### config.mk
export PLATFORM = sky130hd
export DESIGN_NAME = pe_strided_flat
export DESIGN_NICKNAME = d
export VERILOG_FILES = /design/src/rtl/pe_strided_if.sv /design/src/rtl/pe_strided.sv /design/src/flat_wrapper.sv
export SDC_FILE = /design/constraint.sdc
export NUM_CORES = 2
export LEC_CHECK = 0
export CAP_MARGIN = 20
export CORE_UTILIZATION = 65
export DETAILED_ROUTE_END_ITERATION = 12
export PLACE_DENSITY = 0.83
export SYNTH_ARGS = -nofsm -noshare
export SYNTH_HDL_FRONTEND = slang
export SYNTH_SLANG_ARGS = --single-unit
### constraint.sdc
create_clock -name clk -period 61.7 [get_ports clk]
set_clock_uncertainty 0.2 [all_clocks]
set_input_delay 15.425 -clock clk [delete_from_list [all_inputs] [get_ports clk]]
set_output_delay 15.425 -clock clk [all_outputs]
set_load 0.05 [all_outputs]
### src/rtl/pe_strided_if.sv
// Data/handshake bundle between the GLB-side buses, the PE and the opsum sink.
interface pe_strided_if #(
    parameter int unsigned DATA_BITS = 32
);
    logic [DATA_BITS-1:0] ifmap;
    logic                 ifmap_valid;
    logic                 ifmap_ready;
    logic [DATA_BITS-1:0] filter;
    logic                 filter_valid;
    logic                 filter_ready;
    logic [DATA_BITS-1:0] ipsum;
    logic                 ipsum_valid;
    logic                 ipsum_ready;
    logic [DATA_BITS-1:0] opsum;
    logic                 opsum_valid;
    logic                 opsum_ready;

    // GLB / sink side
    modport master (
        output ifmap, ifmap_valid, filter, filter_valid, ipsum, ipsum_valid, opsum_ready,
        input  ifmap_ready, filter_ready, ipsum_ready, opsum, opsum_valid
    );

    // PE side
    modport slave (
        input  ifmap, ifmap_valid, filter, filter_valid, ipsum, ipsum_valid, opsum_ready,
        output ifmap_ready, filter_ready, ipsum_ready, opsum, opsum_valid
    );
endinterface

### src/rtl/pe_strided.sv
// Row-stationary PE with stride, finite column count, optional ReLU and
// parametrised widths. One 8b x 8b MAC per cycle into a psum bank.
module pe_strided #(
    parameter int unsigned DATA_BITS       = 32,
    parameter int unsigned LANES           = 4,
    parameter int unsigned IFMAP_SPAD_LEN  = 12,
    parameter int unsigned FILTER_SPAD_LEN = 48,
    parameter int unsigned PSUM_SPAD_LEN   = 4,
    parameter int unsigned CONFIG_SIZE     = 14
) (
    input  logic                   clk,
    input  logic                   rst,
    input  logic                   PE_en,
    input  logic [CONFIG_SIZE-1:0] i_config,
    output logic                   busy,
    output logic                   done,
    pe_strided_if.slave            bus
);

    localparam int unsigned CNT_W  = 16;
    localparam int unsigned FIDX_W = $clog2(FILTER_SPAD_LEN);
    localparam int unsigned IIDX_W = $clog2(IFMAP_SPAD_LEN);
    localparam int unsigned PIDX_W = $clog2(PSUM_SPAD_LEN);

    localparam logic [2:0] S_IDLE      = 3'd0;
    localparam logic [2:0] S_LD_FILTER = 3'd1;
    localparam logic [2:0] S_LD_IFMAP  = 3'd2;
    localparam logic [2:0] S_LD_IPSUM  = 3'd3;
    localparam logic [2:0] S_CONV      = 3'd4;
    localparam logic [2:0] S_WR_OPSUM  = 3'd5;
    localparam logic [2:0] S_DONE      = 3'd6;

    logic [2:0]             state_q, state_d;
    logic [CONFIG_SIZE-1:0] cfg_q, cfg_d;
    logic [CNT_W-1:0]       wcnt_q, wcnt_d;   // words received in the current load
    logic [CNT_W-1:0]       ptr_q, ptr_d;     // spad write pointer
    logic [CNT_W-1:0]       mac_q, mac_d;     // flat filter index during CONV
    logic [CNT_W-1:0]       j_q, j_d;         // ifmap index during CONV
    logic [CNT_W-1:0]       k_q, k_d;         // output channel / psum index
    logic [CNT_W-1:0]       col_q, col_d;
    logic                   win_shift;

    logic [7:0]           filter_spad_q [FILTER_SPAD_LEN];
    logic [7:0]           ifmap_spad_q  [IFMAP_SPAD_LEN];
    logic [DATA_BITS-1:0] psum_spad_q   [PSUM_SPAD_LEN];

    logic [CNT_W-1:0] q_raw, q_eff, p_eff, rs_eff, stride_eff, adv, cols_m1;
    logic [CNT_W-1:0] rsq, prs, prsq, shift_amt, keep_base, ifm_need;
    logic             relu_en;

    logic [7:0]           f_byte, i_byte;
    logic signed [15:0]   prod;
    logic [DATA_BITS-1:0] mac_ext, psum_rd;

    // Decode the latched config word into effective loop bounds
    always_comb begin
        q_raw      = CNT_W'(cfg_q[1:0]) + CNT_W'(1);
        q_eff      = (q_raw > CNT_W'(LANES)) ? CNT_W'(LANES) : q_raw;
        cols_m1    = CNT_W'(cfg_q[6:2]);
        p_eff      = CNT_W'(cfg_q[8:7]) + CNT_W'(1);
        relu_en    = cfg_q[9];
        rs_eff     = (cfg_q[11:10] == 2'd0) ? CNT_W'(1) : CNT_W'(cfg_q[11:10]);
        stride_eff = CNT_W'(cfg_q[13:12]) + CNT_W'(1);
        adv        = (stride_eff < rs_eff) ? stride_eff : rs_eff;
        rsq        = rs_eff * q_eff;
        prs        = p_eff * rs_eff;
        prsq       = p_eff * rsq;
        shift_amt  = adv * q_eff;
        keep_base  = (rs_eff - adv) * q_eff;
        ifm_need   = (col_q == '0) ? rs_eff : adv;
    end

    // Next-state and counter logic
    always_comb begin
        state_d   = state_q;
        cfg_d     = cfg_q;
        wcnt_d    = wcnt_q;
        ptr_d     = ptr_q;
        mac_d     = mac_q;
        j_d       = j_q;
        k_d       = k_q;
        col_d     = col_q;
        win_shift = 1'b0;
        case (state_q)
            S_IDLE: begin
                if (PE_en) begin
                    cfg_d   = i_config;
                    wcnt_d  = '0;
                    ptr_d   = '0;
                    mac_d   = '0;
                    j_d     = '0;
                    k_d     = '0;
                    col_d   = '0;
                    state_d = S_LD_FILTER;
                end
            end
            S_LD_FILTER: begin
                if (bus.filter_valid) begin
                    wcnt_d = wcnt_q + CNT_W'(1);
                    ptr_d  = ptr_q + q_eff;
                    if (wcnt_q == prs - CNT_W'(1)) begin
                        wcnt_d  = '0;
                        ptr_d   = '0;
                        state_d = S_LD_IFMAP;
                    end
                end
            end
            S_LD_IFMAP: begin
                if (bus.ifmap_valid) begin
                    wcnt_d = wcnt_q + CNT_W'(1);
                    ptr_d  = ptr_q + q_eff;
                    if (wcnt_q == ifm_need - CNT_W'(1)) begin
                        wcnt_d  = '0;
                        k_d     = '0;
                        state_d = S_LD_IPSUM;
                    end
                end
            end
            S_LD_IPSUM: begin
                if (bus.ipsum_valid) begin
                    k_d = k_q + CNT_W'(1);
                    if (k_q == p_eff - CNT_W'(1)) begin
                        k_d     = '0;
                        mac_d   = '0;
                        j_d     = '0;
                        state_d = S_CONV;
                    end
                end
            end
            S_CONV: begin
                mac_d = mac_q + CNT_W'(1);
                if (j_q == rsq - CNT_W'(1)) begin
                    j_d = '0;
                    k_d = k_q + CNT_W'(1);
                end else begin
                    j_d = j_q + CNT_W'(1);
                end
                if (mac_q == prsq - CNT_W'(1)) begin
                    mac_d   = '0;
                    k_d     = '0;
                    state_d = S_WR_OPSUM;
                end
            end
            S_WR_OPSUM: begin
                if (bus.opsum_ready) begin
                    k_d = k_q + CNT_W'(1);
                    if (k_q == p_eff - CNT_W'(1)) begin
                        k_d = '0;
                        if (col_q == cols_m1) begin
                            state_d = S_DONE;
                        end else begin
                            col_d     = col_q + CNT_W'(1);
                            ptr_d     = keep_base;
                            win_shift = 1'b1;
                            state_d   = S_LD_IFMAP;
                        end
                    end
                end
            end
            S_DONE:  state_d = S_IDLE;
            default: state_d = S_IDLE;
        endcase
    end

    // State, config and counter registers
    always_ff @(posedge clk or posedge rst) begin
        if (rst) begin
            state_q <= S_IDLE;
            cfg_q   <= '0;
            wcnt_q  <= '0;
            ptr_q   <= '0;
            mac_q   <= '0;
            j_q     <= '0;
            k_q     <= '0;
            col_q   <= '0;
        end else begin
            state_q <= state_d;
            cfg_q   <= cfg_d;
            wcnt_q  <= wcnt_d;
            ptr_q   <= ptr_d;
            mac_q   <= mac_d;
            j_q     <= j_d;
            k_q     <= k_d;
            col_q   <= col_d;
        end
    end

    // Filter spad: unpack the first q lanes of each word in arrival order
    always_ff @(posedge clk or posedge rst) begin
        if (rst) begin
            for (int i = 0; i < int'(FILTER_SPAD_LEN); i++) filter_spad_q[i] <= '0;
        end else if (state_q == S_LD_FILTER && bus.filter_valid) begin
            for (int c = 0; c < int'(LANES); c++) begin
                if (CNT_W'(c) < q_eff)
                    filter_spad_q[FIDX_W'(ptr_q + CNT_W'(c))] <= bus.filter[8*c +: 8];
            end
        end
    end

    // Ifmap spad: append with zero-point flip, or slide the window between columns
    always_ff @(posedge clk or posedge rst) begin
        if (rst) begin
            for (int i = 0; i < int'(IFMAP_SPAD_LEN); i++) ifmap_spad_q[i] <= '0;
        end else if (state_q == S_LD_IFMAP && bus.ifmap_valid) begin
            for (int c = 0; c < int'(LANES); c++) begin
                if (CNT_W'(c) < q_eff)
                    ifmap_spad_q[IIDX_W'(ptr_q + CNT_W'(c))] <= bus.ifmap[8*c +: 8] ^ 8'h80;
            end
        end else if (win_shift) begin
            for (int i = 0; i < int'(IFMAP_SPAD_LEN); i++) begin
                if (CNT_W'(i) + shift_amt < rsq)
                    ifmap_spad_q[i] <= ifmap_spad_q[IIDX_W'(CNT_W'(i) + shift_amt)];
                else
                    ifmap_spad_q[i] <= '0;
            end
        end
    end

    // Signed 8x8 product, sign-extended to the psum width
    always_comb begin
        f_byte  = filter_spad_q[FIDX_W'(mac_q)];
        i_byte  = ifmap_spad_q[IIDX_W'(j_q)];
        prod    = 16'($signed(f_byte)) * 16'($signed(i_byte));
        mac_ext = {{(DATA_BITS-16){prod[15]}}, prod};
    end

    // Psum bank: preload from ipsum, then accumulate one MAC per CONV cycle
    always_ff @(posedge clk or posedge rst) begin
        if (rst) begin
            for (int i = 0; i < int'(PSUM_SPAD_LEN); i++) psum_spad_q[i] <= '0;
        end else if (state_q == S_LD_IPSUM && bus.ipsum_valid) begin
            psum_spad_q[PIDX_W'(k_q)] <= bus.ipsum;
        end else if (state_q == S_CONV) begin
            psum_spad_q[PIDX_W'(k_q)] <= psum_spad_q[PIDX_W'(k_q)] + mac_ext;
        end
    end

    // Output mux with optional ReLU; zero outside WR_OPSUM
    always_comb begin
        psum_rd   = psum_spad_q[PIDX_W'(k_q)];
        bus.opsum = '0;
        if (state_q == S_WR_OPSUM && !(relu_en && psum_rd[DATA_BITS-1]))
            bus.opsum = psum_rd;
    end

    assign bus.filter_ready = (state_q == S_LD_FILTER);
    assign bus.ifmap_ready  = (state_q == S_LD_IFMAP);
    assign bus.ipsum_ready  = (state_q == S_LD_IPSUM);
    assign bus.opsum_valid  = (state_q == S_WR_OPSUM);
    assign busy             = (state_q != S_IDLE);
    assign done             = (state_q == S_DONE);

endmodule

### src/flat_wrapper.sv
// flat-port wrapper written by rule: the top's interface ports become plain ports
module pe_strided_flat 
#(
    parameter int unsigned DATA_BITS       = 32,
    parameter int unsigned LANES           = 4,
    parameter int unsigned IFMAP_SPAD_LEN  = 12,
    parameter int unsigned FILTER_SPAD_LEN = 48,
    parameter int unsigned PSUM_SPAD_LEN   = 4,
    parameter int unsigned CONFIG_SIZE     = 14
)
  (clk, rst, PE_en, i_config, busy, done, bus_ifmap, bus_ifmap_valid, bus_filter, bus_filter_valid, bus_ipsum, bus_ipsum_valid, bus_opsum_ready, bus_ifmap_ready, bus_filter_ready, bus_ipsum_ready, bus_opsum, bus_opsum_valid);
  pe_strided_if #(.DATA_BITS(DATA_BITS)) bus_i ();
  input  logic clk;
  input  logic rst;
  input  logic PE_en;
  input  logic [CONFIG_SIZE-1:0] i_config;
  output logic busy;
  output logic done;
  input wire logic [$bits(bus_i.ifmap)-1:0] bus_ifmap;
  input wire logic [$bits(bus_i.ifmap_valid)-1:0] bus_ifmap_valid;
  input wire logic [$bits(bus_i.filter)-1:0] bus_filter;
  input wire logic [$bits(bus_i.filter_valid)-1:0] bus_filter_valid;
  input wire logic [$bits(bus_i.ipsum)-1:0] bus_ipsum;
  input wire logic [$bits(bus_i.ipsum_valid)-1:0] bus_ipsum_valid;
  input wire logic [$bits(bus_i.opsum_ready)-1:0] bus_opsum_ready;
  output wire logic [$bits(bus_i.ifmap_ready)-1:0] bus_ifmap_ready;
  output wire logic [$bits(bus_i.filter_ready)-1:0] bus_filter_ready;
  output wire logic [$bits(bus_i.ipsum_ready)-1:0] bus_ipsum_ready;
  output wire logic [$bits(bus_i.opsum)-1:0] bus_opsum;
  output wire logic [$bits(bus_i.opsum_valid)-1:0] bus_opsum_valid;
  assign bus_i.ifmap = bus_ifmap;
  assign bus_i.ifmap_valid = bus_ifmap_valid;
  assign bus_i.filter = bus_filter;
  assign bus_i.filter_valid = bus_filter_valid;
  assign bus_i.ipsum = bus_ipsum;
  assign bus_i.ipsum_valid = bus_ipsum_valid;
  assign bus_i.opsum_ready = bus_opsum_ready;
  assign bus_ifmap_ready = bus_i.ifmap_ready;
  assign bus_filter_ready = bus_i.filter_ready;
  assign bus_ipsum_ready = bus_i.ipsum_ready;
  assign bus_opsum = bus_i.opsum;
  assign bus_opsum_valid = bus_i.opsum_valid;
  pe_strided #(.DATA_BITS(DATA_BITS), .LANES(LANES), .IFMAP_SPAD_LEN(IFMAP_SPAD_LEN), .FILTER_SPAD_LEN(FILTER_SPAD_LEN), .PSUM_SPAD_LEN(PSUM_SPAD_LEN), .CONFIG_SIZE(CONFIG_SIZE)) u_core (.clk(clk), .rst(rst), .PE_en(PE_en), .i_config(i_config), .busy(busy), .done(done), .bus(bus_i));
endmodule
Word-level counts from Yosys, hierarchy flattened
Cells that the tools add are included.
{"block": "word_totals", "ff_bits": 721, "latch_bits": 0, "mem_bits_rw": 0, "rom_bits": 0, "input_bits": 117, "memories": 0}
{"block": "op_classes", "addsub": 30, "multipliers": 6, "n_div": 0, "order_cmp": 50, "n_eq_ne": 24, "shift": 0, "muxes": 155, "bitwise_logic": 27, "n_reduce_logical": 33}
{"cell": "$mux 384", "count": 7}
{"cell": "$bwmux 384", "count": 4}
{"cell": "$mux 96", "count": 9}
{"cell": "$mux 16", "count": 28}
{"cell": "$bmux 8 s4", "count": 13}
{"cell": "$bwmux 96", "count": 4}
{"cell": "$mux 8", "count": 48}
{"cell": "$bwmux 128", "count": 2}
{"cell": "$mux 128", "count": 2}
{"cell": "$lt 16x16->1", "count": 13}
{"cell": "$demux 8 s6", "count": 4}
{"cell": "$pmux 16 s3", "count": 3}
{"cell": "$demux 8 s4", "count": 4}
{"cell": "$mux 32", "count": 4}
{"cell": "$ge 5x5->1 const B", "count": 17}
{"cell": "$not 4->5", "count": 17}
{"cell": "$add 16x1->16 const B", "count": 5}
{"cell": "$eq 16x16->1", "count": 5}
{"cell": "$mul 16x16->16", "count": 5}
{"cell": "$pmux 16 s5", "count": 1}
{"cell": "$sub 16x1->16 const B", "count": 5}
{"cell": "$add 3x16->16 const A", "count": 4}
{"cell": "$add 4x16->16 const A", "count": 4}
{"cell": "$bmux 32 s2", "count": 1}
{"cell": "49 further kinds", "count": 116}

Logic depth before layout (Yosys ltp)
{"block": "depth", "ltp_word": 17, "ltp_mapped": 37}

Worst setup path after synthesis
OpenSTA, ideal clock, no wires.
{"block": "synth_timing", "path_kind": "register to output", "from": "reg u_core.k_q[0]", "to": "out bus_opsum[0]", "t_arrival_ps": 2250, "required_ps": 46075, "setup_slack_ps": 43825, "stages_incl_launch_ff": 6, "n_path_buf": 2, "path_cell_list": "dfrtp_1 clkbuf_1 mux4_2 a21oi_1 clkbuf_1 and2_1"}
{"block": "synth_via", "elab_chain_len": 8}
{"item": "start, declared", "line": "pe_strided.sv:39", "source": "logic [CNT_W-1:0] k_q, k_d;"}
{"item": "start signal, assigned", "line": "pe_strided.sv:183", "source": "k_q <= k_d;"}
{"item": "$not 2->3 (not written as such) (*)", "line": "pe_strided.sv:240", "source": "psum_rd = psum_spad_q[PIDX_W'(k_q)];"}
{"item": "$bmux 32 s2 (*)", "line": "pe_strided.sv:240"}
{"item": "$mux 32 (not written as such) (*) (2 in a row)", "line": "pe_strided.sv:240"}
{"item": "$logic_and 1x1->1", "line": "pe_strided.sv:242", "source": "if (state_q == S_WR_OPSUM && !(relu_en && psum_rd[DATA_BITS-1]))"}
{"item": "$logic_not 1->1", "line": "pe_strided.sv:242"}
{"item": "$logic_and 1x1->1", "line": "pe_strided.sv:242"}
{"item": "$mux 32 (*)", "line": "pe_strided.sv:242"}
{"item": "end, declared", "line": "flat_wrapper.sv:29", "source": "output wire logic [$bits(bus_i.opsum)-1:0] bus_opsum;"}
Mark *: on every way between the ends. The rest lies on a longest branch, timed or not. The select of a mux whose other input is x is not followed.

Final worst setup path
{"block": "layout_timing", "from": "in bus_filter_valid", "to": "reg u_core.filter_spad_q[251] (netlist name)"}
{"block": "layout_via", "elab_chain_len": 1}
{"item": "start, declared", "line": "flat_wrapper.sv:22", "source": "input wire logic [$bits(bus_i.filter_valid)-1:0] bus_filter_valid;"}
{"item": "$logic_and 1x1->1", "line": "pe_strided.sv:192", "source": "end else if (state_q == S_LD_FILTER && bus.filter_valid) begin"}
{"item": "end signal, assigned by index", "line": "pe_strided.sv:195", "source": "filter_spad_q[FIDX_W'(ptr_q + CNT_W'(c))] <= bus.filter[8*c +: 8];"}
{"item": "end, declared", "line": "pe_strided.sv:43", "source": "logic [7:0] filter_spad_q [FILTER_SPAD_LEN];"}
Every way passes these cells.
A chain may end at the register's enable or synchronous reset.

==> flow_summary.ini <==
[timing]
timing.final.crit_share_pct = 31.9
report.final.slew_viol_count = 0
rsz0062_at_grt = no
setup_ws_ns = 42.04
finalSetupTns_ns = 0
tightest_slew_ns = 1.27
maxSlewHeadroom_pct = 15.2
finalHoldViolations = 0
hold_slack_ns = 0.274
fin_crit_ns = 19.66
fmax_ghz = 0.0509
setup_viol_count_final = 0

[clock_tree]
worstSkewPairLatency_ns = 0.72
clk_pin_slew_ns = 0.06
cts.sinks = 711
post_cts_resize_count = 0
cts.htree.levels = 3
cts_setup_buffers = 0
cts_made_buffers = 87
clockBufferDepth = 3
cts_hold_buf = 0
cts_tree = done
cts_root_buf = clkbuf_16

[placement]
gp_congestion = 1.03
dp_hpwl_um = 153000
place_inst = 8815
dp_slack_ns = 41.70
io_buffer_count = 154

[critical_path]
path_delay_family = buffers and inverters
cp-end-kind = flop
worst-path-max-fanout = 248
path_buf_inv = 4
crit_chain = clkdlybuf4s50_1, nand2_4, buf_12, buf_4, buf_4, mux2_2
path_class = in -> reg
slowest_stage = buf_4
start_kind = input port
crit_path_frequent_cell = buf_4
arrival_ns = 20.05
crit_required_ns = 62.09
cpPeakStageDelay_ns = 0.90

[layout]
instances_no_fill = 9008
final_common_cell = nand2_1
nets = 8008
fillers = 7715
syn2layout_area_growth_pct = 7.15
drive_above_1_share_pct = 9.07
layout_common_cells = nand2_1 (1017), mux2i_1 (1001), nor2_1 (873)

[grt]
grt-ovfl-total = 0
grt_max_degree = 249
grt_usage_pct = 45.9
grt_pass1_wl_um = 364000
antenna_found_initial = 19
grt_pass1_vias = 60800

[yosys]
synth_area_leaders = dfrtp_1 (27%), mux2i_1 (15%), mux4_2 (6.1%)
avgSynthCellArea_um2 = 8.25
synth_edf_count = 0
synthArstFlopShare_pct = 100
synth_warnings = 0
ys_seq_area_share_pct = 27.2
synth-seq-cells = 711
synthFlopType = dfrtp_1
synth_top_area_cell = dfrtp_1
yosysTopAreaCellShare_pct = 27.2
synthCells = 7928
ys_types = 86
synth_area_um2 = 65400

[routing]
drc = 0
firstDrtPassIters = 11
via_per_inst = 7.25
wire_per_inst_um = 26.8
vias = 65300
postRouteAntennaNets = 0
wl_um = 241000
drt-initial-drc-count = 10300

[floorplanning]
rows = 116
start_util_pct = 65.5
core_area_um2 = 99900
die_w_um = 319
die_area_um2 = 102000
io_pins = 155
dieHeight_um = 319

[worst_hold_path]
min_path_type = reg -> reg

[flow_run]
cap_violations = 0

[run_status]
status = finished clean
## state kept, by name, summed over array words and instances, names as in the netlist
name and cells:
u_core.wcnt_q 16, u_core.psum_spad_q 128, u_core.cfg_q 14, u_core.filter_spad_q 384, u_core.state_q 3, u_core.col_q 16
u_core.mac_q 16, u_core.k_q 16, u_core.ptr_q 6, u_core.ifmap_spad_q 96, u_core.j_q 16
## routing by layer
metal	part of all wire [%]	GRT usage, %	vias up
met2	41	65.7	5290
met4	8.3	31.7	10
li1	-	-	27900
met3	14	15.5	1480
met1	36	58.4	30600
met5	0.025	0	-
## worst register-to-register path: cells and delay by family (launching register included)
kind,cells,cell delay (ns)
AO/OA/AOI/OAI,9,3.14
XOR/XNOR,1,0.17
adder cells (fa/ha/maj),6,2.81
buffers and inverters,6,1.09
flip-flops,1,0.94
multiplexers,3,1.54
AND/OR/NAND/NOR,8,1.77
## synth_stat cells, drive strengths merged, types with 5 or more instances
| library cell | number |
|---|---|
| o21bai | 14 |
| nand3 | 192 |
| a31oi | 36 |
| or4 | 8 |
| xor2 | 47 |
| buf | 67 |
| mux2i | 1001 |
| or3 | 14 |
| ha | 196 |
| o2111ai | 7 |
| a21o | 156 |
| o21ai | 791 |
| a21oi | 593 |
| nand2 | 1024 |
| mux4 | 176 |
| inv | 183 |
| dfrtp | 711 |
| nor4 | 12 |
| o21a | 6 |
| clkinv | 5 |
| a211oi | 324 |
| a221o | 66 |
| o31ai | 21 |
| a2111oi | 9 |
| or2 | 21 |
| fa | 68 |
| and2 | 59 |
| clkbuf | 605 |
| nor2b | 33 |
| nand4 | 27 |
| o22a | 9 |
| xnor2 | 91 |
| and3 | 49 |
| nand2b | 48 |
| and4 | 5 |
| a22o | 5 |
| o211ai | 49 |
| nor3 | 51 |
| nor2 | 875 |
| mux2 | 155 |
| o22ai | 5 |
| a21boi | 6 |
| a22oi | 13 |
| a311oi | 34 |
## logic make-up (layout without fill, tap and decap cells)
group | Yosys count | count (layout) | synth area share [%]
flip-flops | 711 | 711 | 27.2
buffers and inverters | 860 | 625 | 4.98
AO/OA/AOI/OAI | 2184 | 2184 | 20.4
AND/OR/NAND/NOR | 2437 | 2437 | 15.7
adder cells (fa/ha/maj) | 264 | 264 | 5.83
XOR/XNOR | 138 | 138 | 1.85
multiplexers | 1332 | 1332 | 24.0
other | 2 | 19 | 0.0115
## metrics by stage
step | util [%] | cell area (µm²)
finish | 70.2 | 70100
detailed placement | 66.9 | 66800
global placement | 66.9 | 66800
CTS | 69.9 | 69800
floorplan | - | 65400
global route | 70.2 | 70100
## final cells by class
cell class	count	area (µm²)	area share, %
tap	1298	1620	2.32
sequential	711	17800	25.4
clock buffer	125	2530	3.61
multi-input combinational	6361	44500	63.5
antenna	13	32.5	0.0464
clock inverter	34	482	0.687
timing repair buffer	278	2430	3.47
inverter	188	716	1.02
## worst paths after layout
kind	startpoint	endpoint	slack (ns)	cells past startpoint
max in group asynchronous	rst	u_core.ifmap_spad_q[66]	43.62	4
min in group asynchronous	rst	u_core.filter_spad_q[17]	15.17	2
hold reg to reg	u_core.psum_spad_q[60]	u_core.psum_spad_q[60]	0.27	2
hold / removal	u_core.psum_spad_q[60]	u_core.psum_spad_q[60]	0.27	2
setup / recovery	bus_filter_valid	u_core.filter_spad_q[251]	42.04	6
setup reg to reg	u_core.mac_q[0]	u_core.psum_spad_q[63]	49.92	33
Power is left out: the tool's default activity adds up to more than one toggle a clock period on the data nets, which glitch-free logic cannot reach.
